File: config.mk
export PLATFORM = sky130hd
export DESIGN_NAME = dm_arbiter
export DESIGN_NICKNAME = d
export VERILOG_FILES = /design/src/rtl/mips_mem_pkg.sv /design/src/rtl/dm_lane_align.sv /design/src/rtl/dm_arbiter.sv
export SDC_FILE = /design/constraint.sdc
export NUM_CORES = 1
export LEC_CHECK = 0
export ABC_AREA = 0
export BUFFER_PORTS_ARGS = -buffer_cell sky130_fd_sc_hd__buf_2
export CORE_UTILIZATION = 30
export DETAILED_ROUTE_END_ITERATION = 6
export HOLD_SLACK_MARGIN = 0.06
export PLACE_DENSITY = 0.62
export SLEW_MARGIN = 20
export SYNTH_ARGS = -nofsm -noshare
export SYNTH_HDL_FRONTEND = slang
export SYNTH_SLANG_ARGS = --single-unit
File: constraint.sdc
create_clock -name clk -period 2.4 [get_ports clk]
set_clock_uncertainty 0.2 [all_clocks]
set_input_delay 0.24 -clock clk [delete_from_list [all_inputs] [get_ports clk]]
set_output_delay 0.24 -clock clk [all_outputs]
set_load 0.005 [all_outputs]
File: src/rtl/mips_mem_pkg.sv
`default_nettype none
// ============================================================================
//  Module      : mips_mem_pkg
//  Description : Access-size encodings and sub-word lane helpers shared by
//                the data-memory path.
//  Revision    : 1.0
// ============================================================================
package mips_mem_pkg;

    localparam logic [1:0] SZ_BYTE = 2'b00;
    localparam logic [1:0] SZ_HALF = 2'b01;
    localparam logic [1:0] SZ_WORD = 2'b10;

    // Size 2'b11 is reserved and always reported as misaligned.
    function automatic logic is_misaligned(input logic [1:0] size, input logic [1:0] off);
        case (size)
            SZ_BYTE: is_misaligned = 1'b0;
            SZ_HALF: is_misaligned = off[0];
            SZ_WORD: is_misaligned = (off != 2'b00);
            default: is_misaligned = 1'b1;
        endcase
    endfunction

    function automatic logic [3:0] lane_be(input logic [1:0] size, input logic [1:0] off);
        lane_be = 4'b0000;
        if (!is_misaligned(size, off)) begin
            case (size)
                SZ_BYTE: lane_be = 4'b0001 << off;
                SZ_HALF: lane_be = off[1] ? 4'b1100 : 4'b0011;
                SZ_WORD: lane_be = 4'b1111;
                default: lane_be = 4'b0000;
            endcase
        end
    endfunction

    function automatic logic [31:0] load_extract(input logic [1:0]  size,
                                                 input logic [1:0]  off,
                                                 input logic        sext,
                                                 input logic [31:0] word);
        logic [7:0]  w_b;
        logic [15:0] w_h;
        case (off)
            2'd0:    w_b = word[7:0];
            2'd1:    w_b = word[15:8];
            2'd2:    w_b = word[23:16];
            default: w_b = word[31:24];
        endcase
        w_h = off[1] ? word[31:16] : word[15:0];
        case (size)
            SZ_BYTE: load_extract = {{24{sext & w_b[7]}}, w_b};
            SZ_HALF: load_extract = {{16{sext & w_h[15]}}, w_h};
            SZ_WORD: load_extract = word;
            default: load_extract = 32'h0;
        endcase
    endfunction

endpackage
`default_nettype wire

File: src/rtl/dm_lane_align.sv
`default_nettype none
// ============================================================================
//  Module      : dm_lane_align
//  Description : Combinational store lane alignment and load extraction.
//  Revision    : 1.0
// ============================================================================
module dm_lane_align
    import mips_mem_pkg::*;
(
    input  logic [1:0]  i_st_size,
    input  logic [1:0]  i_st_off,
    input  logic [31:0] i_st_wdata,
    output logic [3:0]  o_st_be,
    output logic [31:0] o_st_din,
    output logic        o_st_misaligned,
    input  logic [1:0]  i_ld_size,
    input  logic [1:0]  i_ld_off,
    input  logic        i_ld_sext,
    input  logic [31:0] i_ld_word,
    output logic [31:0] o_ld_data
);

    always_comb begin
        o_st_misaligned = is_misaligned(i_st_size, i_st_off);
        o_st_be         = lane_be(i_st_size, i_st_off);
        case (i_st_size)
            SZ_BYTE: o_st_din = {4{i_st_wdata[7:0]}};
            SZ_HALF: o_st_din = {2{i_st_wdata[15:0]}};
            default: o_st_din = i_st_wdata;
        endcase
        o_ld_data = load_extract(i_ld_size, i_ld_off, i_ld_sext, i_ld_word);
    end

endmodule
`default_nettype wire

File: src/rtl/dm_arbiter.sv
`default_nettype none
// ============================================================================
//  Module      : dm_arbiter
//  Description : CPU/debug arbiter for the single-port data memory with
//                sub-word lane handling on the CPU side.
//  Revision    : 1.0
// ============================================================================
module dm_arbiter
    import mips_mem_pkg::*;
#(
    parameter int AW         = 10,
    parameter int STARVE_MAX = 4
) (
    input  logic          clk,
    input  logic          rstn,
    input  logic          cpu_req,
    input  logic          cpu_we,
    input  logic [AW+1:0] cpu_addr,
    input  logic [1:0]    cpu_size,
    input  logic          cpu_sext,
    input  logic [31:0]   cpu_wdata,
    output logic          cpu_gnt,
    output logic          cpu_rvalid,
    output logic [31:0]   cpu_rdata,
    output logic          cpu_err,
    input  logic          dbg_req,
    input  logic          dbg_we,
    input  logic [AW-1:0] dbg_addr,
    input  logic [31:0]   dbg_wdata,
    output logic          dbg_gnt,
    output logic          dbg_rvalid,
    output logic [31:0]   dbg_rdata,
    output logic          dm_we,
    output logic [AW-1:0] dm_addr,
    output logic [3:0]    dm_be,
    output logic [31:0]   dm_din,
    input  logic [31:0]   dm_dout
);

    localparam int           c_CW        = $clog2(STARVE_MAX + 1);
    localparam logic [c_CW-1:0] c_STARVE = c_CW'(STARVE_MAX);

    logic [c_CW-1:0] r_starve;
    logic            w_starved;
    logic [3:0]      w_cpu_be;
    logic [31:0]     w_cpu_din;
    logic            w_cpu_mis;

    logic            r_cpu_rvalid;
    logic            r_cpu_err;
    logic [1:0]      r_ld_size;
    logic [1:0]      r_ld_off;
    logic            r_ld_sext;
    logic [31:0]     r_cpu_word;
    logic            r_dbg_rvalid;
    logic [31:0]     r_dbg_rdata;

    dm_lane_align u_align (
        .i_st_size       (cpu_size),
        .i_st_off        (cpu_addr[1:0]),
        .i_st_wdata      (cpu_wdata),
        .o_st_be         (w_cpu_be),
        .o_st_din        (w_cpu_din),
        .o_st_misaligned (w_cpu_mis),
        .i_ld_size       (r_ld_size),
        .i_ld_off        (r_ld_off),
        .i_ld_sext       (r_ld_sext),
        .i_ld_word       (r_cpu_word),
        .o_ld_data       (cpu_rdata)
    );

    // Grants are gated by rstn so a store overlapping reset assertion never writes.
    always_comb begin
        w_starved = dbg_req && (r_starve == c_STARVE);
        cpu_gnt   = rstn & cpu_req & ~w_starved;
        dbg_gnt   = rstn & dbg_req & (w_starved | ~cpu_req);
        dm_addr   = dbg_gnt ? dbg_addr  : cpu_addr[AW+1:2];
        dm_din    = dbg_gnt ? dbg_wdata : w_cpu_din;
        dm_be     = cpu_gnt ? w_cpu_be : (dbg_gnt ? 4'b1111 : 4'b0000);
        dm_we     = (cpu_gnt & cpu_we & ~w_cpu_mis) | (dbg_gnt & dbg_we);
    end

    always_ff @(posedge clk or negedge rstn) begin
        if (!rstn) begin
            r_starve     <= '0;
            r_cpu_rvalid <= 1'b0;
            r_cpu_err    <= 1'b0;
            r_ld_size    <= SZ_WORD;
            r_ld_off     <= 2'b00;
            r_ld_sext    <= 1'b0;
            r_cpu_word   <= 32'h0;
            r_dbg_rvalid <= 1'b0;
            r_dbg_rdata  <= 32'h0;
        end else begin
            if (dbg_req && !dbg_gnt) begin
                if (r_starve != c_STARVE) r_starve <= r_starve + 1'b1;
            end else begin
                r_starve <= '0;
            end

            r_cpu_rvalid <= cpu_gnt;
            r_cpu_err    <= cpu_gnt & w_cpu_mis;
            if (cpu_gnt) begin
                r_ld_size  <= cpu_size;
                r_ld_off   <= cpu_addr[1:0];
                r_ld_sext  <= cpu_sext;
                // A zero word makes the extracted result zero for misaligned accesses.
                r_cpu_word <= w_cpu_mis ? 32'h0 : dm_dout;
            end

            r_dbg_rvalid <= dbg_gnt;
            if (dbg_gnt) r_dbg_rdata <= dm_dout;
        end
    end

    assign cpu_rvalid = r_cpu_rvalid;
    assign cpu_err    = r_cpu_err;
    assign dbg_rvalid = r_dbg_rvalid;
    assign dbg_rdata  = r_dbg_rdata;

endmodule
`default_nettype wire
==> out/qor.yml, run 1 <==
timing.rr.end: "dbg_rdata[9]"
tightest_slew_ns: 0.8077
fin_crit_ns: 2.455
max_cap_viol_count: 0
synth.ff_latch_count: 75
cts_max_path_buffers: 2
dp_hpwl_um: 13650
synthArstFlopShare_pct: 100.0
whs_path_depth: 2
fp.dieW_um: 129.4
rsz0062_at_grt: "true"
fin_total_pwr_mw: 4.631
grt_pass1_vias: 4820
clock.fmax_ghz: 0.4074
syn_nets: 536
antenna_cells: 0
path_clk_slew_ns: 0.06
fin_crit_sh_pct: 102.3
holdCritPathClass: "in -> reg"
clk_latency_ns: 0.34
dieHeight_um: 129.4
crit_arrival_ns: 2.01
vdd_ir_drop_max_v: 0.0002699
antenna_found_initial: 0
core_area_mm2: 0.01589
grt_use_met2_pct: 41.94
path_class: "reg -> out"
p_leak_nw: 3.917
drc: 0
yosys_warnings: 0
syn-instance-count: 407
via_per_inst: 5.109
crit_chain: "inv_2 > ha_4 > nand2_4 > a21o_4 > buf_12 > clkbuf_16 > mux2_4 > buf_6"
die_area_mm2: 0.01675
cp.required_ns: 1.96
reg2reg_slack_ns: 0.43
yosysMostFrequentCell: "dfrtp_1"
violations: "setup timing"
max_stage_delay_ns: 0.39
synth.area.top_cells: "dfrtp_1, mux2_4, mux2_2"
firstDrtPassIters: 4
numPortBuffers: 242
place_congestion: 0.9483
drtIter0Drc: 203
ctsRootBufferMaster: "clkbuf_16"
synth_area_mm2: 0.004870
drtAntennaViolNets: 0
hold_ws_ns: 0.08364
wl_per_cell_um: 20.77
synth_top_area_share_pct: 38.03
crit_path_max_fanout: 4
rows: 46
area_delta_synth_final_pct: 58.43
synth_common_cells: "dfrtp_1, mux2_4, mux2_2"
hold_viol_final: 0
yosysUniqueCellTypes: 42
status: "finished, violations left"
startpoint_type: "flop"
final_layout_size_suffix_gt1_share_pct: 61.52
io_pins: 243
fin_nets: 836
grt_util_met3_pct: 4.335
syn_avg_cell_area_um2: 11.96
setup_violations: 21
crit_path_top_delay_cell: "dfrtp_1"
yosysSeqAreaShare_pct: 38.57
stdcell_area_mm2: 0.007715
end_kind: "primary output"
grt_max_degree: 65
num_vias: 4741
r2r-start: "r_starve[1]"
ff2ff_path_depth: 7
min_to: "r_ld_off[1]"
grt_pass1_wl_um: 27590
maxSlewHeadroom_pct: 46.15
top_usage_layer: "met2"
power.density_mw_per_mm2: 600.2
grtUsageTotal_pct: 22.40
met1_usage_pct: 23.70
synth_edf_count: 0
cts_tree: "built"
numCtsBuffers: 9
cts.sinks: 75
yosys.area.top_type: "dfrtp_1"
hold_start: "cpu_addr[1]"
postPlaceCellArea_mm2: 0.006259
fin_ws_ns: -0.05454
start_util_pct: 30.66
ys.flop_type: "dfrtp_1"
final_core_utilization_pct: 48.57
overflow: 0
htree_levels: 3
drt-total-wl_um: 19270
report.final.slew_viol_count: 0
-- registers in the layout, summed over array words and instances, names as in the netlist, 2 cells and up --
signal      cells
dbg_rdata      32
r_ld_size       2
r_starve        3
r_ld_off        2
r_cpu_word     32
-- worst max-delay path by stage --
stage / start / to / slack [ns] / cells after the start
5_1_grt: r_starve[0] / dm_din[30] / -0.1 / 8
6_report: r_starve[1] / dm_din[30] / -0.05 / 8
4_1_cts: r_starve[1] / dm_din[11] / -0.04 / 8
2_1_floorplan: r_starve[0] / dm_din[1] / 0.39 / 8
3_5_place_dp: r_starve[0] / dm_din[11] / -0.04 / 7
3_3_place_gp: r_starve[0] / dm_din[18] / 0.09 / 7
-- per-layer routing --
metal  vias up  routed length [um]
met5         -                   0
met4         0                 993
met3        53                1137
met2       243               10210
met1      2311                6934
li1       2134                   -
-- worst max-delay path: cells and delay by family (launching register included) --
kind            cells  cell delay (ns)
simple gates        1             0.06
buf+inv             4             0.53
fa+ha+maj           1             0.16
mux                 1             0.30
flops               1             0.39
compound gates      1             0.23
-- through the flow --
stage / instances / setup WS [ns] / setup TNS, ns
after floorplan: 407 / 0.3892 / 0
after global placement: 849 / 0.09309 / 0
after detailed placement: 849 / -0.03656 / -0.5799
after CTS: 915 / -0.03513 / -0.4241
after global routing: 928 / -0.09566 / -2.226
final: 928 / -0.05454 / -0.6833
-- power breakdown --
group,internal [mW],switching (mW),total (mW)
clock,0.886,0.518,1.40
combinational,0.927,0.679,1.61
sequential,1.45,0.166,1.62
total,3.27,1.36,4.63
-- timing repair --
item                                   CTS  global route
hold buffers                            35             0
resized for setup                       57            38
endpoints found under the hold margin   79             0
setup endpoints to repair               72            61
gates cloned                             5             5
buffers inserted                        11            10
pin swaps                                2             1
-- logic make-up after synthesis --
kind of cell | Yosys count | share of synthesized area, %
adder cells (fa/ha/maj) | 2 | 0.5138
buffers and inverters | 43 | 5.986
multiplexers | 121 | 31.89
AO/OA/AOI/OAI | 107 | 16.73
flip-flops | 75 | 38.57
XOR/XNOR | 1 | 0.1799
AND/OR/NAND/NOR | 58 | 6.141
-- area by class of cell --
cell class                 instances  area (um2)
clock buffer                      12       266.5
timing repair buffer             324        2332
tap                              216       270.3
multi-input combinational        289        2840
clock inverter                     4       47.55
sequential                        75        1883
timing repair inverter             3       43.79
inverter                           5       31.28
fill                            1461        8170
-- cell usage in the layout (no fill, tap or decap), drive strengths merged, types with 7 or more instances in the layout --
| cell | synthesis | final |
|---|---|---|
| a21oi | 9 | 9 |
| dfrtp | 74 | 74 |
| nand2b | 11 | 11 |
| o22ai | 7 | 7 |
| inv | 5 | 8 |
| mux2i | 16 | 16 |
| buf | 24 | 286 |
| o211ai | 16 | 16 |
| clkbuf | 14 | 15 |
| dlygate4sd3 | 0 | 35 |
| o21ai | 15 | 15 |
| a22o | 33 | 33 |
| nand2 | 27 | 27 |
| a22oi | 15 | 15 |
| mux2 | 105 | 105 |
Note: power is estimated with default switching activity, not from simulation.
==> run 2, diff against run 1 <==
--- a/config.mk
+++ b/config.mk
@@ -7,10 +7,11 @@
 export LEC_CHECK = 0
 export ABC_AREA = 0
 export BUFFER_PORTS_ARGS = -buffer_cell sky130_fd_sc_hd__buf_2
-export CORE_UTILIZATION = 30
+export CAP_MARGIN = 20
+export CORE_UTILIZATION = 40
 export DETAILED_ROUTE_END_ITERATION = 6
 export HOLD_SLACK_MARGIN = 0.06
-export PLACE_DENSITY = 0.62
+export PLACE_DENSITY = 0.77
 export SLEW_MARGIN = 20
 export SYNTH_ARGS = -nofsm -noshare
 export SYNTH_HDL_FRONTEND = slang
==> out/qor.yml, run 2 (synthesis gave the netlist of run 1 again) <==
rsz0062_at_grt: "true"
startpoint_type: "flop"
power.density_mw_per_mm2: 631.1
io_pins: 243
hold_viol_final: 0
die_area_mm2: 0.01262
fin_crit_sh_pct: 101.1
p_leak_nw: 3.789
drtIter0Drc: 400
grt_pass1_wl_um: 27300
status: "finished, violations left"
final_core_utilization_pct: 63.28
fin_total_pwr_mw: 4.657
end_kind: "primary output"
final_layout_size_suffix_gt1_share_pct: 59.40
clock.fmax_ghz: 0.4122
firstDrtPassIters: 7
final_cell_mix: "buf_2, dfrtp_1, mux2_4"
grtUsageTotal_pct: 28.91
fin_crit_ns: 2.426
setup_violations: 25
cts_tree: "built"
dp_hpwl_um: 13270
grt_max_degree: 61
drc: 10
area_delta_synth_final_pct: 51.54
grt_pass1_vias: 4833
holdCritPathClass: "in -> reg"
vdd_ir_drop_max_v: 0.0004427
ctsRootBufferMaster: "clkbuf_16"
core_area_mm2: 0.01166
start_util_pct: 41.76
drtAntennaViolNets: 0
numPortBuffers: 242
crit_path_max_fanout: 6
met1_usage_pct: 34.39
num_vias: 4746
final_common_cell: "buf_2"
place_congestion: 1.020
overflow: 0
top_usage_layer: "met2"
antenna_found_initial: 1
violations: "DRC, setup timing"
clk_latency_ns: 0.33
max_cap_viol_count: 0
cts.sinks: 75
path_class: "reg -> out"
via_per_inst: 5.643
rows: 39
fin_nets: 821
drt-total-wl_um: 18760
dieHeight_um: 112.3
maxSlewHeadroom_pct: 46.47
report.final.slew_viol_count: 0
tightest_slew_ns: 0.8029
path_clk_slew_ns: 0.07
wl_per_cell_um: 22.31
crit_arrival_ns: 1.99
htree_levels: 3
numCtsBuffers: 9
fin_ws_ns: -0.02629
grt_util_met3_pct: 5.886
cp.required_ns: 1.96
fp.dieW_um: 112.3
cts_max_path_buffers: 2
setup-tns-final_ns: -0.2655
hold_ws_ns: 0.09884
grt_use_met2_pct: 49.11
[run 2: layout make-up]
class / count / area (um2)
antenna: 1 / 2.502
clock buffer: 9 / 225.2
clock inverter: 7 / 105.1
fill: 890 / 4283
inverter: 5 / 31.28
multi-input combinational: 289 / 2784
sequential: 75 / 1884
tap: 143 / 178.9
timing repair buffer: 310 / 2143
timing repair inverter: 2 / 25.02
[run 2: stage by stage]
step                setup slack (ns)  cells  cell area [um2]
floorplan                     0.3892    407             4870
global placement              0.1315    770             6147
detailed placement           0.01015    770             6147
CTS                         -0.05360    829             7199
global route                -0.06708    841             7380
finish                      -0.02629    841             7380
[run 2: repair_timing]
| action | in CTS | in global routing |
|---|---|---|
| endpoints found under the setup margin | 66 | 63 |
| endpoints found under the hold margin | 84 | 0 |
| pin swaps | 3 | 2 |
| hold buffers | 36 | 0 |
| setup buffers | 4 | 10 |
| gates resized for setup | 47 | 17 |
| gates cloned | 3 | 1 |
[run 2: path summary, 6_finish.rpt]
path,slack (ns),depth (start not counted),end,start
hold / removal,0.1,3,cpu_rvalid,cpu_req
hold reg to reg,0.30,1,dbg_rdata[18],dbg_rdata[18]
setup / recovery,-0.03,8,dm_addr[6],r_starve[0]
max in group asynchronous,0.59,4,r_ld_size[0],rstn
setup reg to reg,0.26,7,dbg_rdata[28],r_starve[0]
min in group asynchronous,0.26,3,r_cpu_word[11],rstn
[run 2: critical path: stages, from the launching register on]
cell and delay (ns):
dfrtp_1 0.39, inv_2 0.10, ha_4 0.16, nand2_4 0.06
a21o_4 0.29, buf_12 0.15, inv_12 0.07, mux2_4 0.31
buf_6 0.12
[run 2: per-layer routing]
layer / vias up / wire [um]
met5: - / 0
met4: 0 / 938
met3: 49 / 1228
met2: 257 / 9444
met1: 2334 / 7152
li1: 2106 / -
[run 2: power by group]
group | internal, mW | switching (mW)
clock | 0.929 | 0.585
combinational | 0.873 | 0.653
sequential | 1.45 | 0.164
==> run 3, diff against run 2 <==
--- a/config.mk
+++ b/config.mk
@@ -15,4 +15,5 @@
 export SLEW_MARGIN = 20
 export SYNTH_ARGS = -nofsm -noshare
 export SYNTH_HDL_FRONTEND = slang
+export SYNTH_HIERARCHICAL = 1
 export SYNTH_SLANG_ARGS = --single-unit
==> out/qor.yml, run 3 <==
grtUsageTotal_pct: 25.11
fin_total_pwr_mw: 4.520
synthArstFlopShare_pct: 100.0
yosys.area.top_type: "dfrtp_1"
synthAdderAreaFrac_pct: 0.5005
area_delta_synth_final_pct: 56.01
rsz0062_at_grt: "true"
timing.rr.end: "dbg_rdata[16]"
dp_hpwl_um: 11870
grt_util_met3_pct: 5.367
rows: 40
reg2reg_slack_ns: 0.19
cts_tree: "built"
path_clk_slew_ns: 0.06
cp_num_cells: 8
multiInputGateArea_mm2: 0.002989
top_usage_layer: "met2"
grt_pass1_vias: 4601
met1_usage_pct: 29.39
max_cap_viol_count: 0
violations: "setup timing"
antenna_cells: 0
critPathBufInv: 4
postPlaceCellArea_mm2: 0.006347
crit_end: "dm_din[24]"
htree_levels: 3
numCtsBuffers: 9
hold_viol_final: 0
cts_max_path_buffers: 2
wl_per_cell_um: 20.00
synth.ff_latch_count: 75
yosysMostFrequentCell: "mux2_2"
end_kind: "primary output"
num_vias: 4754
crit_arrival_ns: 2.02
io_pins: 243
stdcell_area_mm2: 0.007800
yosys-mux-area-fraction_pct: 36.34
start_util_pct: 41.28
antenna_found_initial: 0
crit_path_max_fanout: 6
clk_latency_ns: 0.33
synth_common_cells: "mux2_2, dfrtp_1, nor2b_1"
synth_top_area_share_pct: 37.04
grt_max_degree: 35
fin_crit_ns: 2.458
power.density_mw_per_mm2: 579.4
clock.fmax_ghz: 0.4069
synth_compound_area_share_pct: 10.11
vdd_ir_drop_max_v: 0.0002534
startpoint_type: "flop"
via_per_inst: 5.300
status: "finished, violations left"
path_class: "reg -> out"
syn-instance-count: 424
p_leak_nw: 4.058
synth_top_family_by_area: "multiplexers"
final_cell_mix: "buf_2, dfrtp_1, mux2_4"
seq_area_mm2: 0.001882
synth.area.top_cells: "dfrtp_1, mux2_2, mux2_4"
synth_area_mm2: 0.005000
die_area_mm2: 0.01295
crit_path_top_delay_cell: "dfrtp_1"
fill_cells: 947
maxSlewHeadroom_pct: 64.54
drc: 0
synth-xor-area-share_pct: 0.1752
syn_nets: 553
drt-total-wl_um: 17940
r2r-start: "r_starve[0]"
fin_ws_ns: -0.05776
cts.sinks: 75
drtIter0Drc: 211
syn_avg_cell_area_um2: 11.79
firstDrtPassIters: 5
fin_crit_sh_pct: 102.4
drtAntennaViolNets: 0
cp.required_ns: 1.96
cp-startpoint: "r_starve[0]"
ctsRootBufferMaster: "clkbuf_16"
core_area_mm2: 0.01211
cp_top_family: "buffers and inverters"
place_congestion: 0.8803
holdCritPathClass: "in -> reg"
yosysUniqueCellTypes: 41
final_common_cell: "buf_2"
overflow: 0
setup-tns-final_ns: -1.379
yosys_warnings: 6
yosysSeqAreaShare_pct: 37.56
ff2ff_path_depth: 8
max_stage_delay_ns: 0.40
fin_nets: 853
report.final.slew_viol_count: 0
grt_pass1_wl_um: 24970
numPortBuffers: 242
fp.dieW_um: 113.8
tightest_slew_ns: 0.5302
ys.flop_type: "dfrtp_1"
final_layout_size_suffix_gt1_share_pct: 61.18
setup_violations: 48
dieHeight_um: 113.8
synth-simple-area-share_pct: 8.759
crit_chain: "inv_2 > ha_4 > nand2_4 > a21oi_4 > buf_8 > clkbuf_16 > mux2_4 > buf_6"
hold_start: "cpu_addr[0]"
grt_use_met2_pct: 46.18
synth_edf_count: 0
-- run 3: area by class of cell --
cell class              count  area share, %
clock buffers               9          2.887
clock inverters             7         0.7379
inverters                   5         0.2406
multi-input cells         304          38.32
flip-flops and latches     75          24.13
well taps                 168          2.695
repair buffers            329          30.99
-- run 3: how the worst min path moves through the flow --
stage / endpoint / slack, ns / cells past startpoint
floorplan: cpu_err / -0.26 / 0
global placement: r_starve[1] / -0.09 / 1
detailed placement: r_starve[1] / -0.09 / 1
CTS: r_ld_off[0] / 0.07 / 2
global route: r_ld_off[0] / 0.08 / 2
finish: r_ld_off[0] / 0.08 / 2
-- run 3: worst reg2reg max path, delay by kind of cell (launching register included) --
family / cells / cell delay, ns
buffers and inverters: 4 / 0.67
flip-flops: 1 / 0.40
multiplexers: 1 / 0.39
AO/OA/AOI/OAI: 1 / 0.20
adder cells (fa/ha/maj): 1 / 0.15
AND/OR/NAND/NOR: 1 / 0.07
-- run 3: logic make-up after synthesis --
kind of cell,after synthesis
mux,152
simple gates,81
flops,75
compound gates,68
buf+inv,45
fa+ha+maj,2
xor+xnor,1
-- run 3: where the power goes --
part / internal, mW / leakage, nW / total, mW / switching, mW
clock network: 0.716 / 0.135 / 1.29 / 0.572
registers: 1.47 / 0.928 / 1.64 / 0.169
logic: 0.940 / 3.00 / 1.60 / 0.656
total: 3.12 / 4.06 / 4.52 / 1.40
-- run 3: routing by layer --
metal  wire (um)  up-vias
li1            -     2130
met1        7085     2327
met5           0        -
met4         408        0
met3        1106       46
met2        9338      251
-- run 3: stage by stage --
step	utilization, %	hold slack (ns)	cells	setup slack (ns)
2_1_floorplan	-	-0.2556	424	0.1388
3_3_place_gp	52.41	-0.09414	814	0.2073
3_5_place_dp	52.41	-0.08996	814	0.1342
4_1_cts	59.56	0.07201	878	-0.02562
5_1_grt	64.40	0.07900	897	-0.1087
6_report	64.40	0.07861	897	-0.05776
-- run 3: what timing repair did --
| item | in CTS | in global routing |
|---|---|---|
| endpoints found under the setup margin | 70 | 67 |
| buffers inserted | 9 | 12 |
| hold buffers | 37 | 0 |
| gates cloned | 3 | 7 |
| hold endpoints to repair | 77 | 0 |
| pin swaps | 2 | 3 |
| resized for setup | 17 | 84 |
